[config.mk]
export PLATFORM = sky130hd
export DESIGN_NAME = fir_input_frontend
export DESIGN_NICKNAME = d
export VERILOG_FILES = /design/src/rtl/fir_pkg.sv /design/src/rtl/fir_pin_sync.sv /design/src/rtl/fir_input_frontend.sv
export SDC_FILE = /design/constraint.sdc
export NUM_CORES = 1
export LEC_CHECK = 0
export BUFFER_PORTS_ARGS = -buffer_cell sky130_fd_sc_hd__clkbuf_2
export CELL_PAD_IN_SITES_DETAIL_PLACEMENT = 0
export CELL_PAD_IN_SITES_GLOBAL_PLACEMENT = 1
export CORE_UTILIZATION = 39
export DETAILED_ROUTE_END_ITERATION = 10
export PLACE_DENSITY_LB_ADDON = 0.1
export RECOVER_POWER = 25
export SYNTH_ARGS = -nofsm -noshare
export SYNTH_HDL_FRONTEND = slang
export SYNTH_SLANG_ARGS = --single-unit
export TNS_END_PERCENT = 20
[constraint.sdc]
create_clock -name clk -period 2.05 [get_ports clk]
set_input_delay 0.1025 -clock clk [delete_from_list [all_inputs] [get_ports clk]]
set_output_delay 0.1025 -clock clk [all_outputs]
set_load 0.02 [all_outputs]
[src/rtl/fir_pkg.sv]
// fir_pkg: state type and parameter defaults shared by the FIR front end and FIR core.
package fir_pkg;
  typedef enum logic {RUN, LOAD} fir_fe_state_t;
  localparam int FIR_DATA_W = 8;
  localparam int FIR_NUM_TAPS = 4;
  localparam int FIR_SYNC_STAGES = 2;
endpackage

[src/rtl/fir_pin_sync.sv]
// fir_pin_sync: synchroniser chain plus edge detector for one asynchronous pin.
// FIR_FRONTEND_GLITCH_FILTER_EN: a level change must persist for 2 synced cycles before it is accepted.
module fir_pin_sync
  import fir_pkg::*;
#(
  parameter int SYNC_STAGES = FIR_SYNC_STAGES
) (
  input  logic clk,
  input  logic rst_n,
  input  logic pin,
  output logic level,
  output logic rise,
  output logic fall
);
  logic [SYNC_STAGES-1:0] sync;
  logic prev;
  always_ff @(posedge clk or negedge rst_n)
    if (!rst_n) sync <= '0;
    else sync <= {sync[SYNC_STAGES-2:0], pin};
`ifdef FIR_FRONTEND_GLITCH_FILTER_EN
  logic hold;
  always_ff @(posedge clk or negedge rst_n)
    if (!rst_n) hold <= 1'b0;
    else hold <= sync[SYNC_STAGES-1];
  // accept a new level only once two consecutive synced samples agree
  assign level = (sync[SYNC_STAGES-1] == hold) ? hold : prev;
`else
  assign level = sync[SYNC_STAGES-1];
`endif
  always_ff @(posedge clk or negedge rst_n)
    if (!rst_n) prev <= 1'b0;
    else prev <= level;
  assign rise = level & ~prev;
  assign fall = ~level & prev;
endmodule

[src/rtl/fir_input_frontend.sv]
// fir_input_frontend: turns host pins into clean sample-valid pulses or indexed coefficient writes.
// FIR_FRONTEND_GLITCH_FILTER_EN enables the 2-cycle debounce in both pin synchronisers.
module fir_input_frontend
  import fir_pkg::*;
#(
  parameter int DATA_W = FIR_DATA_W,
  parameter int NUM_TAPS = FIR_NUM_TAPS,
  parameter int SYNC_STAGES = FIR_SYNC_STAGES
) (
  input  logic                        clk,
  input  logic                        rst_n,
  input  logic [DATA_W-1:0]           pin_data,
  input  logic                        pin_strobe,
  input  logic                        pin_set_coeffs,
  output logic [DATA_W-1:0]           x_n,
  output logic                        s_axis_fir_tvalid,
  output logic [DATA_W-1:0]           coef_data,
  output logic [$clog2(NUM_TAPS)-1:0] coef_addr,
  output logic                        coef_we,
  output logic                        coef_done,
  output logic                        coef_abort,
  output logic                        loading
);
  localparam int AW = $clog2(NUM_TAPS);
  localparam logic [AW-1:0] LAST = AW'(NUM_TAPS - 1);
  fir_fe_state_t state, state_n;
  logic [AW-1:0] idx, idx_n, widx, addr_n;
  logic [DATA_W-1:0] x_nx, cd_n;
  logic wr, tv_n, we_n, done_n, abort_n;
  logic st_level, st_rise, st_fall, set_level, set_rise, set_fall;
  logic unused_levels;
  fir_pin_sync #(.SYNC_STAGES(SYNC_STAGES)) u_strobe (
    .clk(clk), .rst_n(rst_n), .pin(pin_strobe),
    .level(st_level), .rise(st_rise), .fall(st_fall)
  );
  fir_pin_sync #(.SYNC_STAGES(SYNC_STAGES)) u_set (
    .clk(clk), .rst_n(rst_n), .pin(pin_set_coeffs),
    .level(set_level), .rise(set_rise), .fall(set_fall)
  );
  assign unused_levels = ^{st_level, st_fall, set_level};
  // a strobe coinciding with set-rise is already a tap-0 write
  always_comb begin
    wr = st_rise & ((state == LOAD) | set_rise);
    widx = (state == LOAD) ? idx : '0;
    tv_n = st_rise & ~wr;
    we_n = wr;
    x_nx = tv_n ? pin_data : x_n;
    cd_n = wr ? pin_data : coef_data;
    addr_n = wr ? widx : coef_addr;
    state_n = ((state == RUN) & set_rise) ? LOAD : state;
    idx_n = wr ? widx + AW'(1) : ((state == RUN) ? '0 : idx);
    done_n = wr & (widx == LAST);
    abort_n = ~done_n & (state == LOAD) & set_fall;
    if (done_n | abort_n) begin
      state_n = RUN;
      idx_n = '0;
    end
  end
  always_ff @(posedge clk or negedge rst_n)
    if (!rst_n) begin
      state <= RUN;
      idx <= '0;
      x_n <= '0;
      coef_data <= '0;
      coef_addr <= '0;
      s_axis_fir_tvalid <= 1'b0;
      coef_we <= 1'b0;
      coef_done <= 1'b0;
      coef_abort <= 1'b0;
    end else begin
      state <= state_n;
      idx <= idx_n;
      x_n <= x_nx;
      coef_data <= cd_n;
      coef_addr <= addr_n;
      s_axis_fir_tvalid <= tv_n;
      coef_we <= we_n;
      coef_done <= done_n;
      coef_abort <= abort_n;
    end
  assign loading = (state == LOAD);
endmodule

==> impl_metrics.py <==
metrics = {
    "power": {
        "combPwrFrac_pct": 26.7,
        "p_per_area_mw_per_mm2": 1129,
        "p_int_mw": 1.120,
        "p_leak_nw": 0.7062,
        "vdd_drop_max_uv": 821.2,
        "power_switching_share_pct": 31.51,
        "pwr-share-clk_pct": 24.1,
        "switchingPower_mw": 0.5150,
        "power_frac_seq_pct": 49.2,
    },
    "clocking": {
        "cts_root_buffer": "clkbuf_4",
        "cts_setup_buffers": 0,
        "numClockSinks": 31,
        "cts_buffer_depth": 2,
        "htreeDepth": 2,
        "clk_pin_slew_worst_paths_ns": 0.10,
        "clk_latency_ns": 0.32,
        "tritoncts": "done",
        "cts-buffers-inserted": 5,
    },
    "grt": {
        "grt_pass1_wl_um": 3325,
        "grtUsageTotal_pct": 14.42,
        "grt_pass1_vias": 736,
        "overflow": 0,
        "antenna_found_initial": 0,
        "grt_max_degree": 32,
    },
    "synth": {
        "synth-seq-cells": 31,
        "syn-num-nets": 90,
        "ys_types": 19,
        "netlist_instances": 77,
        "syn-cell-area_mm2": 0.001156,
        "ys_seq_area_share_pct": 67.10,
        "synth_area_per_cell_um2": 15.01,
        "ys_warn_count": 0,
    },
    "critical_path": {
        "critPathLaunchType": "flip-flop",
        "ff2ff_setup_slack_ns": 0.34,
        "crit_required_ns": 2.25,
        "rr_worst_depth": 6,
        "r2r-start": "loading$_DFFE_PN0P_",
        "critPathKind": "flip-flop to flip-flop",
        "crit_fanout": 10,
        "worst_setup_path_end_kind": "flip-flop",
        "worstReg2RegEnd": "idx[1]$_DFF_PN0_",
        "cp.arrival_ns": 1.91,
    },
    "place": {
        "portBuffers": 34,
        "gp_congestion": 0.7456,
        "hpwl_um": 1260,
        "dp_cells": 140,
    },
    "final_layout": {
        "utilization_pct": 52.05,
        "drive_above_1_share_pct": 48.33,
        "instances_no_fill": 151,
        "antennaDiodeCount": 0,
        "most-common-layout-cells": "31 x dfrtp_1, 31 x clkbuf_2, 16 x mux2_2",
        "fin_nets": 132,
        "syn_to_final_growth_pct": 25.22,
    },
    "sta": {
        "timing.final.crit_share_pct": 83.30,
        "fmax_mhz": 585.6,
        "hold_viol": 0,
        "worst_pin_slew_ns": 0.7391,
        "drv_slew": 0,
        "fin_skew_ns": 0.01106,
        "post-route-min-period_ns": 1.708,
        "fin_tns_setup_ns": 0,
        "slew_headroom_pct": 50.72,
        "setup_viol": 0,
        "rsz0062_at_grt": "false",
    },
    "drt": {
        "vias_per_cell": 4.874,
        "drt_pass1_iterations": 4,
        "ant_nets": 0,
        "drt_iter0_markers": 3,
        "num_vias": 736,
        "drt_wl_total_um": 1906,
        "drc": 0,
        "routedWlPerCell_um": 12.62,
    },
    "hold_path": {
        "hold_start": "pin_data[5]",
        "holdPathEnd": "coef_data[5]$_DFFE_PN0P_",
        "hp-class": "input port to flip-flop",
        "holdPathStages": 2,
    },
    "outcome": {
        "status": "complete, no violations",
    },
    "die": {
        "initial_core_util_pct": 41.57,
        "die_x_um": 56.45,
        "die_y_um": 56.45,
        "core_area_mm2": 0.002781,
        "num_io_pins": 35,
        "rows": 19,
        "die_area_mm2": 0.003186,
    },
    "flow_run": {
        "max_cap_violations": 0,
    },
}
==> metal layers <==
layer,global-route usage [%],wire (µm)
met1,17.46,834
met2,21.85,927
met3,4.839,92
met4,9.408,52
met5,0,0
==> synthesized netlist by cell type <==
library cell,number,area share [%]
a22o_1,2,1.5
buf_4,1,0.65
nand4b_1,1,0.76
nor3_4,1,1.4
and2b_4,2,1.7
and2_1,1,0.54
clkbuf_2,1,0.43
nand3b_1,2,1.3
inv_1,4,1.3
dfrtp_1,31,67
ha_1,1,1.1
o211ai_1,2,1.3
o21ai_2,1,0.76
mux2_2,16,16
nor2_1,3,0.97
nand2_1,3,0.97
nand2b_1,1,0.54
a21oi_1,3,1.3
o311ai_0,1,0.76
==> final cells by class <==
class                      count  area, µm²
sequential                    31      775.7
timing repair buffer          37      196.4
inverter                       4      15.01
fill                         253       1334
clock buffer                   8      68.82
multi-input combinational     40      352.8
tap                           31      38.79
==> worst max-delay path: stages, from the launching register on <==
cell	delay [ns]
dfrtp_1	0.57
nand2_1	0.13
inv_1	0.12
ha_1	0.22
nand3b_1	0.10
o311ai_1	0.37
a21oi_1	0.07
==> state kept, by name, summed over array words and instances, names as in the netlist <==
signal and cells:
u_set.prev 1, u_strobe.prev 1, u_set.sync 2, idx 2
coef_we 1, loading 1, coef_done 1, u_strobe.sync 2
coef_abort 1, coef_data 8, x_n 8, s_axis_fir_tvalid 1
coef_addr 2
==> cell families (layout without fill, tap and decap cells) <==
family | Yosys count | after routing | synth area share (%)
flops | 31 | 31 | 67.10
mux | 16 | 16 | 15.58
simple gates | 14 | 14 | 8.226
fa+ha+maj | 1 | 1 | 1.082
buf+inv | 6 | 49 | 2.380
compound gates | 9 | 9 | 5.627
==> power by group through the flow <==
stage	registers (mW)	clock network [mW]	logic (mW)
final	0.805	0.393	0.437
after global routing	0.827	0.438	0.469
after CTS	0.807	0.412	0.444
after detailed placement	0.817	0	0.440
after global placement	0.813	0	0.435
after floorplan	0.950	0	0.148
==> through the flow <==
step / total power, mW / instance area [µm²] / hold slack (ns) / worst slack [ns]
floorplan: 1.097 / 1156 / -0.1931 / 0.2836
global placement: 1.248 / 1353 / 0.1955 / 0.2898
detailed placement: 1.257 / 1353 / 0.2042 / 0.2064
CTS: 1.664 / 1451 / 0.0005670 / 0.1845
global route: 1.734 / 1448 / 0.007903 / 0.1161
finish: 1.635 / 1448 / 0.01748 / 0.3423
==> worst max path at each step <==
stage | startpoint | end
final | loading$_DFFE_PN0P_ | idx[1]$_DFF_PN0_
after global routing | loading$_DFFE_PN0P_ | idx[0]$_DFF_PN0_
after CTS | loading$_DFFE_PN0P_ | idx[1]$_DFF_PN0_
after detailed placement | loading$_DFFE_PN0P_ | idx[0]$_DFF_PN0_
after global placement | loading$_DFFE_PN0P_ | idx[1]$_DFF_PN0_
after floorplan | loading$_DFFE_PN0P_ | idx[0]$_DFF_PN0_
==> repair_timing <==
item                       4_1_cts  5_1_grt
resized for setup                0        1
setup endpoints to repair        0        3
hold endpoints to repair        33        0
hold buffers                     3        0
No activity file was read; power rests on OpenSTA's default activity.
